### config.mk
export PLATFORM = sky130hd
export DESIGN_NAME = dmem_bridge
export DESIGN_NICKNAME = d
export VERILOG_FILES = /design/src/rtl/dmem_bridge.sv
export SDC_FILE = /design/constraint.sdc
export NUM_CORES = 1
export LEC_CHECK = 0
export CORE_MARGIN = 10
export CORE_UTILIZATION = 30
export DETAILED_ROUTE_END_ITERATION = 7
export SYNTH_ARGS = -nofsm -noshare
export SYNTH_HDL_FRONTEND = slang
export SYNTH_SLANG_ARGS = --single-unit
### constraint.sdc
create_clock -name i_clk -period 5.6 [get_ports i_clk]
set_clock_uncertainty 0.1 [all_clocks]
set_input_delay 1.68 -clock i_clk [delete_from_list [all_inputs] [get_ports i_clk]]
set_output_delay 1.68 -clock i_clk [all_outputs]
set_load 0.1 [all_outputs]
### src/rtl/dmem_bridge.sv
// dmem_bridge
//   Converts the hart's single-cycle dmem request into a valid/ready request
//   plus rvalid response on a multi-cycle data memory. The hart is stalled
//   until the access finishes. Read data and error are then presented for
//   exactly one cycle, in DONE.
//
//   Ports
//     i_clk, i_rst_n            clock and synchronous active-low reset
//     i_req_addr/ren/wen/...    hart dmem request (held stable while stalled)
//     o_stall                   hart hold request
//     o_rsp_valid/rdata/err     one-cycle completion pulse with result
//     o_mem_valid/addr/wen/...  registered request to memory (valid/ready)
//     i_mem_ready               memory accepts when valid && ready
//     i_mem_rvalid/rdata        read response from memory
//
//   Optional feature
//     DMEM_BRIDGE_TIMEOUT_EN    adds a watchdog on REQ+WAIT. After
//                               TIMEOUT_CYCLES cycles the access is aborted
//                               with err=1 and rdata=0.
module dmem_bridge #(
    parameter int unsigned TIMEOUT_CYCLES = 255
) (
    input  logic        i_clk,
    input  logic        i_rst_n,
    input  logic [31:0] i_req_addr,
    input  logic        i_req_ren,
    input  logic        i_req_wen,
    input  logic [31:0] i_req_wdata,
    input  logic [3:0]  i_req_mask,
    output logic        o_stall,
    output logic        o_rsp_valid,
    output logic [31:0] o_rsp_rdata,
    output logic        o_rsp_err,
    output logic        o_mem_valid,
    input  logic        i_mem_ready,
    output logic [31:0] o_mem_addr,
    output logic        o_mem_wen,
    output logic [31:0] o_mem_wdata,
    output logic [3:0]  o_mem_mask,
    input  logic        i_mem_rvalid,
    input  logic [31:0] i_mem_rdata
);

    typedef enum logic [1:0] {IDLE, REQ, WAIT, DONE} state_t;

    state_t      state, state_nxt;
    logic        req_any, req_legal, req_illegal;
    logic        mem_fire;
    logic        timeout_hit;
    logic [31:0] rdata_q;
    logic        err_q;
    logic [31:0] lane_mask;

    assign req_any     = i_req_ren | i_req_wen;
    assign req_legal   = (i_req_ren ^ i_req_wen) && (i_req_mask != 4'b0000);
    assign req_illegal = req_any && !req_legal;
    assign mem_fire    = (state == REQ) && i_mem_ready;

    // Lane mask comes from the registered request mask, not the live hart inputs.
    assign lane_mask = {{8{o_mem_mask[3]}}, {8{o_mem_mask[2]}},
                        {8{o_mem_mask[1]}}, {8{o_mem_mask[0]}}};

    // The address is issued word aligned, so the byte offset is dropped.
    wire unused_addr_lsb = ^i_req_addr[1:0];

`ifdef DMEM_BRIDGE_TIMEOUT_EN
    localparam int unsigned CW = $clog2(TIMEOUT_CYCLES + 1);
    // The counter holds 0..TIMEOUT_CYCLES-1 across REQ+WAIT. The watchdog
    // fires on the last of those cycles, so REQ+WAIT never exceeds
    // TIMEOUT_CYCLES cycles.
    localparam logic [CW-1:0] TO_LAST = CW'(TIMEOUT_CYCLES - 1);

    logic [CW-1:0] to_cnt;

    always_ff @(posedge i_clk) begin
        if (!i_rst_n) begin
            to_cnt <= '0;
        end else if (state == IDLE) begin
            to_cnt <= '0;
        end else if ((state == REQ) || (state == WAIT)) begin
            to_cnt <= to_cnt + 1'b1;
        end
    end

    assign timeout_hit = ((state == REQ) || (state == WAIT)) && (to_cnt == TO_LAST);
`else
    assign timeout_hit = 1'b0;
    wire unused_timeout = ^TIMEOUT_CYCLES;
`endif

    // State register
    always_ff @(posedge i_clk) begin
        if (!i_rst_n) state <= IDLE;
        else          state <= state_nxt;
    end

    // Next-state logic. A real handshake (accept or rvalid) wins over a
    // watchdog expiry in the same cycle, because the memory has acted on it.
    always_comb begin
        state_nxt = state;
        case (state)
            IDLE: begin
                if (req_legal)        state_nxt = REQ;
                else if (req_illegal) state_nxt = DONE;
            end
            REQ: begin
                if (mem_fire)         state_nxt = o_mem_wen ? DONE : WAIT;
                else if (timeout_hit) state_nxt = DONE;
            end
            WAIT: begin
                if (i_mem_rvalid)     state_nxt = DONE;
                else if (timeout_hit) state_nxt = DONE;
            end
            DONE:    state_nxt = IDLE;
            default: state_nxt = IDLE;
        endcase
    end

    // Output logic
    always_comb begin
        o_mem_valid = (state == REQ);
        o_rsp_valid = (state == DONE);
        o_stall     = req_any && (state != DONE);
    end

    assign o_rsp_rdata = rdata_q;
    assign o_rsp_err   = err_q;

    // Request capture and response registers. rvalid is only honoured in
    // WAIT, so stale responses after a reset or abort fall on the floor.
    always_ff @(posedge i_clk) begin
        if (!i_rst_n) begin
            o_mem_addr  <= '0;
            o_mem_wen   <= 1'b0;
            o_mem_wdata <= '0;
            o_mem_mask  <= '0;
            rdata_q     <= '0;
            err_q       <= 1'b0;
        end else begin
            case (state)
                IDLE: begin
                    if (req_legal) begin
                        o_mem_addr  <= {i_req_addr[31:2], 2'b00};
                        o_mem_wen   <= i_req_wen;
                        o_mem_wdata <= i_req_wdata;
                        o_mem_mask  <= i_req_mask;
                    end else if (req_illegal) begin
                        err_q <= 1'b1;
                    end
                end
                REQ: begin
                    if (!mem_fire && timeout_hit) begin
                        err_q   <= 1'b1;
                        rdata_q <= '0;
                    end
                end
                WAIT: begin
                    if (i_mem_rvalid) begin
                        rdata_q <= i_mem_rdata & lane_mask;
                    end else if (timeout_hit) begin
                        err_q   <= 1'b1;
                        rdata_q <= '0;
                    end
                end
                DONE:    err_q <= 1'b0;
                default: err_q <= 1'b0;
            endcase
        end
    end

endmodule
==> impl_metrics.toml, run 1 <==
[grt]
antenna_violations_before_repair = 0
grt.overflow.total = 0
global_route_wire_length_before_repair_mm = 23.1
first_global_vias = 4158
gr-usage-all-layers_pct = 15.5
maximum_number_of_pins_on_one_net_before_global_route_repair = 70

[clock_network]
worst_setup_hold_path_clk_slew_ns = 0.06
htreeDepth = 3
numCtsBuffers = 9
clock_insertion_delay_worst_skew_ns = 0.34
cts.hold.buffers_added = 0
cts.sinks = 102
cts_setup_buffers = 0
cts_max_path_buffers = 2
post_cts.resized_instances = 0
ctsRootBufferMaster = "sky130_fd_sc_hd__clkbuf_16"
tritoncts = "done"

[yosys]
synth_largest_area_cell = "sky130_fd_sc_hd__dfxtp_1"
synth_area_sq_um = 4050
ys_types = 27
synth.ff_latch_count = 102
syn-mean-instance-area_sq_um = 8.29
ys_seq_area_share_pct = 50.4
syn-instance-count = 489
netlist_top_cells_area = "sky130_fd_sc_hd__dfxtp_1, sky130_fd_sc_hd__a21oi_1, sky130_fd_sc_hd__nand3_1"
yosys_warnings = 0
synth_largest_type_area_fraction_pct = 50.4

[sta]
slew_viol_final = 0
max_slew.worst_pin.slew_ns = 1.06
hold-worst-slack_ns = 0.349
setup_viol = 0
totalNegativeSetupSlack_ns = 0
relative_slew_margins_pct = 28.8
timing.final.crit_share_pct = 82.2
max_freq_mhz = 217
post-route-min-period_ns = 4.60
final_hold_viol_count = 0
grt_setup_unrepaired = "false"

[route]
finalWirelength_mm = 15.0
post_drt_antenna_nets = 0
via_count = 4235
drt_pass1_iterations = 4
post-route-drc-count = 0
routed_wire_length_per_instance_microns = 17.9
avgViaCountPerCell = 5.04
detail_route.iter0.violations = 237

[final_layout]
proportion_of_layout_cells_with_a_drive_suffix_above_1_pct = 4.67
numnets_final = 772
area_growth_syn_to_layout_pct = 58.7
fill_cells = 1300
antenna_cells_inserted = 0
finish.cell_count_without_fillers = 840

[worst_setup_path]
path_class = "primary input to primary output"
timing.critical_path.to_type = "primary output"
worst_ep_required_time_ns = 3.82
cp_max_fo = 2
worstSetupStartpointType = "primary input"
worst-endpoint-arrival_ns = 2.82

[placed_design]
count_of_input_and_output_buffers = 206
globalplace.congestion = 0.765
placed_cells = 824
dp_hpwl_mm = 10.4

[status]
outcome = "completed"

[pwr]
ir_drop_mv = 0.272
power_density_over_cell_area_nw_per_um2 = 468
total_leakage_power_nw = 2.19

[die]
start_util_pct = 30.6
design.die.area_sq_um = 18600
row_count = 42
dieWidth_microns = 136
top_level_ports = 211
core_area_sq_um = 13200
die-height_microns = 136

[flow_run]
max_cap_violations = 0

[min_path]
min-delay-path-class = "register to register"
[cell type report]
| class | count | area, sq um | area share [%] |
|---|---|---|---|
| timing repair buffer | 214 | 2120 | 32.9 |
| sequential | 102 | 2040 | 31.7 |
| multi-input combinational | 326 | 1740 | 27.1 |
| clock buffer | 12 | 267 | 4.14 |
| tap | 176 | 220 | 3.42 |
| inverter | 6 | 22.5 | 0.350 |
| clock inverter | 4 | 20.0 | 0.311 |
[cell usage in the layout, fill, tap and decap left out, types with 2 or more instances in the layout]
master,instances
sky130_fd_sc_hd__o21ai_1,10
sky130_fd_sc_hd__clkbuf_8,3
sky130_fd_sc_hd__mux2i_1,2
sky130_fd_sc_hd__conb_1,2
sky130_fd_sc_hd__ha_1,6
sky130_fd_sc_hd__nand4_1,33
sky130_fd_sc_hd__a21oi_1,100
sky130_fd_sc_hd__nand2_1,35
sky130_fd_sc_hd__clkinv_2,4
sky130_fd_sc_hd__dfxtp_1,102
sky130_fd_sc_hd__inv_2,2
sky130_fd_sc_hd__nand3_1,68
sky130_fd_sc_hd__buf_4,9
sky130_fd_sc_hd__clkdlybuf4s50_1,205
sky130_fd_sc_hd__inv_1,4
sky130_fd_sc_hd__nor2_1,2
sky130_fd_sc_hd__nand2b_1,3
sky130_fd_sc_hd__clkbuf_16,9
sky130_fd_sc_hd__o21ai_0,58
[cell usage after synthesis]
library cell	n
sky130_fd_sc_hd__o21ai_1	10
sky130_fd_sc_hd__a21oi_1	100
sky130_fd_sc_hd__buf_8	1
sky130_fd_sc_hd__buf_1	3
sky130_fd_sc_hd__inv_1	4
sky130_fd_sc_hd__clkbuf_1	35
sky130_fd_sc_hd__nor2_1	2
sky130_fd_sc_hd__ha_1	7
sky130_fd_sc_hd__o2111a_1	1
sky130_fd_sc_hd__o21ai_0	58
sky130_fd_sc_hd__o41ai_4	1
sky130_fd_sc_hd__dfxtp_1	102
sky130_fd_sc_hd__o41a_1	1
sky130_fd_sc_hd__nand3_1	68
sky130_fd_sc_hd__buf_2	11
sky130_fd_sc_hd__clkbuf_2	3
sky130_fd_sc_hd__inv_2	2
sky130_fd_sc_hd__buf_4	2
sky130_fd_sc_hd__o221a_2	1
sky130_fd_sc_hd__mux2i_1	2
sky130_fd_sc_hd__a211o_1	1
sky130_fd_sc_hd__o2bb2ai_1	1
sky130_fd_sc_hd__nand2b_1	3
sky130_fd_sc_hd__buf_6	1
sky130_fd_sc_hd__conb_1	1
sky130_fd_sc_hd__nand4_1	33
sky130_fd_sc_hd__nand2_1	35
[state kept, by name (all words and copies together), names as in the netlist]
register     cells
o_rsp_rdata     32
o_mem_wen        1
o_rsp_err        1
state            2
o_mem_addr      30
o_mem_mask       4
o_mem_wdata     32
[where the power goes]
group	leakage (nW)	switching [mW]	internal [mW]
Sequential	0.831	0.0639	0.830
Clock	0.148	0.270	0.335
Combinational	1.21	1.17	0.347
Total	2.19	1.50	1.51
[path summary, 6_finish.rpt]
check	start	to	slack (ns)	cells past startpoint
max reg2reg	state[0]	o_rsp_rdata[25]	3.31	6
max	i_req_wen	o_stall	1.0	5
min reg2reg	o_rsp_rdata[18]	o_rsp_rdata[18]	0.35	2
min	o_rsp_rdata[18]	o_rsp_rdata[18]	0.35	2
[logic make-up (layout without fill, tap and decap cells)]
kind of cell,count (synthesis),in the layout,synth area share (%)
compound gates,174,174,22.7
simple gates,141,141,17.4
flops,102,102,50.4
buf+inv,62,236,6.82
fa+ha+maj,7,7,2.16
mux,2,2,0.494
other cells,1,2,0.0925
[routing by layer]
layer | vias up | track usage, % | part of all wire [%]
met5 | - | 0 | 0
met4 | 0 | 5.80 | 1.5
met3 | 15 | 6.38 | 10
met2 | 152 | 25.0 | 47
met1 | 1989 | 18.1 | 41
li1 | 2079 | - | -
[worst max-delay path, stage by stage]
cell	delay (ns)
sky130_fd_sc_hd__clkdlybuf4s50_1	0.48
sky130_fd_sc_hd__inv_1	0.06
sky130_fd_sc_hd__ha_1	0.19
sky130_fd_sc_hd__nor2_1	0.10
sky130_fd_sc_hd__buf_4	0.31
[metrics by stage]
| step | util, % | worst slack [ns] | area (sq um) | power (mW) |
|---|---|---|---|---|
| 2_1_floorplan | - | 0.652 | 4060 | 2.04 |
| 3_5_place_dp | 46.4 | 0.997 | 6150 | 2.44 |
| 3_3_place_gp | 46.4 | 0.985 | 6150 | 2.42 |
| 5_1_grt | 48.6 | 0.916 | 6430 | 3.16 |
| 6_report | 48.6 | 0.996 | 6430 | 3.01 |
| 4_1_cts | 48.6 | 0.979 | 6430 | 3.06 |
Power figures use the tool's default switching activity.
==> run 2: changes to the inputs <==
clock period = 4.4 ns   (was 5.6 ns; I/O delays follow)
==> impl_metrics.toml, run 2 (same netlist as run 1, synthesis figures left out) <==
[status]
outcome = "completed"

[clock_network]
cts_max_path_buffers = 2
ctsRootBufferMaster = "sky130_fd_sc_hd__clkbuf_16"
numCtsBuffers = 9
cts.hold.buffers_added = 0
htreeDepth = 3
worst_setup_hold_path_clk_slew_ns = 0.07
cts.sinks = 102
cts_setup_buffers = 0
clock_insertion_delay_worst_skew_ns = 0.34
post_cts.resized_instances = 0
tritoncts = "done"

[die]
start_util_pct = 30.6
die-height_microns = 136
dieWidth_microns = 136
core_area_sq_um = 13200
top_level_ports = 211
design.die.area_sq_um = 18600
row_count = 42

[sta]
relative_slew_margins_pct = 29.6
final_hold_viol_count = 0
post-route-min-period_ns = 3.89
setup_viol = 0
max_slew.worst_pin.slew_ns = 1.05
max_freq_mhz = 257
totalNegativeSetupSlack_ns = 0
grt_setup_unrepaired = "false"
timing.final.crit_share_pct = 88.4
slew_viol_final = 0
hold-worst-slack_ns = 0.348

[final_layout]
antenna_cells_inserted = 0
finish.cell_count_without_fillers = 841
proportion_of_layout_cells_with_a_drive_suffix_above_1_pct = 5.26
mostFrequentLayoutCell = "sky130_fd_sc_hd__clkdlybuf4s50_1"
most-common-layout-cells = "sky130_fd_sc_hd__clkdlybuf4s50_1, sky130_fd_sc_hd__dfxtp_1, sky130_fd_sc_hd__a21oi_1"
numnets_final = 773
area_growth_syn_to_layout_pct = 60.2

[grt]
grt.overflow.total = 0
maximum_number_of_pins_on_one_net_before_global_route_repair = 70
first_global_vias = 4249
antenna_violations_before_repair = 0
gr-usage-all-layers_pct = 15.8
global_route_wire_length_before_repair_mm = 23.5

[placed_design]
globalplace.congestion = 0.771
placed_cells = 825
dp_hpwl_mm = 10.6
count_of_input_and_output_buffers = 206

[route]
post-route-drc-count = 0
via_count = 4223
detail_route.iter0.violations = 260
avgViaCountPerCell = 5.02
finalWirelength_mm = 15.1
post_drt_antenna_nets = 0
drt_pass1_iterations = 4
routed_wire_length_per_instance_microns = 18.0

[worst_setup_path]
crit_path_max_incr_delay_ns = 0.48
worst-endpoint-arrival_ns = 2.47
timing.critical_path.to_type = "primary output"
worstSetupStartpointType = "primary input"
critPathSlowestCell = "sky130_fd_sc_hd__clkdlybuf4s50_1"
worst_ep_required_time_ns = 2.98
cp_max_fo = 2
reg2reg_setup_slack_ns = 2.26
path_class = "primary input to primary output"
ordered_list_of_cells_on_the_worst_path = "clkdlybuf4s50_1 -> inv_1 -> ha_1 -> nor2_1 -> buf_12"

[pwr]
power_density_over_cell_area_nw_per_um2 = 605
ir_drop_mv = 0.399
total_leakage_power_nw = 2.22
report.power.total_mw = 3.93

[min_path]
min-delay-path-class = "register to register"

[flow_run]
max_cap_violations = 0
==> run 2: path summary, 6_finish.rpt <==
check | start | end | depth (start not counted)
worst max register to register | state[0] | o_rsp_err | 5
worst min-delay path | o_rsp_rdata[11] | o_rsp_rdata[11] | 2
worst max-delay path | i_req_wen | o_stall | 5
worst min register to register | o_rsp_rdata[11] | o_rsp_rdata[11] | 2
==> run 2: power by group <==
group          switching [mW]  internal (mW)  leakage, nW
Combinational            1.49          0.448         1.24
Clock                   0.340          0.513        0.157
Sequential             0.0831           1.06        0.831
Total                    1.91           2.02         2.22
==> run 2: area by class of cell <==
cell class / count / area (sq um)
Multi-Input combinational cell: 326 / 1740
Inverter: 6 / 22.5
Clock buffer: 12 / 246
Clock inverter: 4 / 70.1
Timing Repair Buffer: 215 / 2150
Tap cell: 176 / 220
Fill cell: 1280 / 6750
Sequential cell: 102 / 2040
==> run 2: metrics by stage <==
step	setup slack [ns]	util (%)	instance area [sq um]
after floorplan	0.172	-	4060
after global placement	0.509	46.7	6180
after detailed placement	0.515	46.7	6180
after CTS	0.494	49.1	6500
after global routing	0.438	49.1	6500
final	0.510	49.1	6500
==> run 2: critical path: cells and delay by family <==
kind	cells	cell delay (ns)
fa+ha+maj	1	0.20
buf+inv	3	0.75
simple gates	1	0.20
==> run 2: routing by layer <==
metal | global-route usage (%) | up-vias | share of wire, %
met3 | 7.97 | 14 | 11
met2 | 25.0 | 152 | 47
li1 | - | 2079 | -
met4 | 4.79 | 0 | 1.5
met5 | 0 | - | 0
met1 | 18.4 | 1978 | 41
==> run 3: changes to the inputs <==
SETUP_SLACK_MARGIN = 0.2   (was unset)
==> impl_metrics.toml, run 3 (same netlist as run 1, synthesis figures left out) <==
[status]
outcome = "completed"

[route]
post_drt_antenna_nets = 0
drt_pass1_iterations = 4
routed_wire_length_per_instance_microns = 18.2
avgViaCountPerCell = 5.05
finalWirelength_mm = 15.3
detail_route.iter0.violations = 254
post-route-drc-count = 0
via_count = 4223

[clock_network]
clock_insertion_delay_worst_skew_ns = 0.34
ctsRootBufferMaster = "sky130_fd_sc_hd__clkbuf_16"
htreeDepth = 3
cts.sinks = 102
post_cts.resized_instances = 0
cts.hold.buffers_added = 0
tritoncts = "done"
cts_max_path_buffers = 2
numCtsBuffers = 9
worst_setup_hold_path_clk_slew_ns = 0.06
cts_setup_buffers = 0

[die]
dieWidth_microns = 136
row_count = 42
design.die.area_sq_um = 18600
die-height_microns = 136
start_util_pct = 30.6
top_level_ports = 211
core_area_sq_um = 13200

[placed_design]
placedInstanceArea_sq_um = 6170
dp_hpwl_mm = 10.5
detailedPlace.worstSlack_ns = 0.573
placed_cells = 823
globalplace.congestion = 0.757
count_of_input_and_output_buffers = 206

[pwr]
report.power.total_mw = 3.84
total_leakage_power_nw = 2.19
ir_drop_mv = 0.305
power_density_over_cell_area_nw_per_um2 = 596

[final_layout]
numnets_final = 771
proportion_of_layout_cells_with_a_drive_suffix_above_1_pct = 4.39
antenna_cells_inserted = 0
area_growth_syn_to_layout_pct = 59.0
finish.cell_count_without_fillers = 837
mostFrequentLayoutCell = "sky130_fd_sc_hd__clkdlybuf4s50_1"
most-common-layout-cells = "sky130_fd_sc_hd__clkdlybuf4s50_1, sky130_fd_sc_hd__dfxtp_1, sky130_fd_sc_hd__a21oi_1"
layout.cell_area.non_filler_sq_um = 6440
final_core_util_pct = 48.7

[worst_setup_path]
cp_max_fo = 2
worstSetupStartpointType = "primary input"
worst-endpoint-arrival_ns = 2.41
timing.critical_path.to_type = "primary output"
path_class = "primary input to primary output"
worst_ep_required_time_ns = 2.98

[sta]
totalNegativeSetupSlack_ns = 0
max_freq_mhz = 261
hold-worst-slack_ns = 0.348
timing.final.crit_share_pct = 87.1
setup_viol = 0
final.setup.worst_slack_ns = 0.567
max_slew.worst_pin.slew_ns = 1.08
slew_viol_final = 0
final_hold_viol_count = 0
grt_setup_unrepaired = "false"
post-route-min-period_ns = 3.83
relative_slew_margins_pct = 27.8

[min_path]
min-delay-path-class = "register to register"

[grt]
maximum_number_of_pins_on_one_net_before_global_route_repair = 79
antenna_violations_before_repair = 0
grt.overflow.total = 0
gr-usage-all-layers_pct = 15.8
global_route_wire_length_before_repair_mm = 23.4
first_global_vias = 4213

[flow_run]
max_cap_violations = 0
## run 3: final cells by class
cell class | count | area (sq um)
Fill cell | 1286 | 6800
Tap cell | 176 | 220
Multi-Input combinational cell | 326 | 1750
Clock buffer | 12 | 236
Inverter | 6 | 22.5
Sequential cell | 102 | 2040
Timing Repair Buffer | 213 | 2140
Clock inverter | 2 | 35.0
## run 3: routing by layer
| layer | global-route usage [%] | vias up | wire length (microns) |
|---|---|---|---|
| met5 | 0 | - | 0 |
| met4 | 3.96 | 0 | 181 |
| met3 | 6.97 | 10 | 1470 |
| met2 | 26.0 | 144 | 7250 |
| met1 | 18.3 | 1999 | 6350 |
| li1 | - | 2070 | - |
## run 3: power by group
group          switching (mW)  leakage [nW]  internal [mW]  total, mW
Clock                   0.329         0.132          0.435      0.763
Sequential             0.0823         0.831           1.06       1.14
Combinational            1.49          1.22          0.447       1.94
## run 3: worst paths after layout
kind / start / endpoint / cells past startpoint / slack [ns]
setup / recovery: i_req_wen / o_stall / 5 / 0.57
setup reg to reg: state[0] / o_rsp_rdata[15] / 6 / 2.07
hold / removal: o_rsp_rdata[14] / o_rsp_rdata[14] / 2 / 0.35
hold reg to reg: o_rsp_rdata[14] / o_rsp_rdata[14] / 2 / 0.35
## run 3: critical path, stage by stage
cell and delay, ns:
sky130_fd_sc_hd__clkdlybuf4s50_1 0.48, sky130_fd_sc_hd__inv_1 0.06, sky130_fd_sc_hd__ha_1 0.21, sky130_fd_sc_hd__nor2_2 0.14, sky130_fd_sc_hd__buf_12 0.19
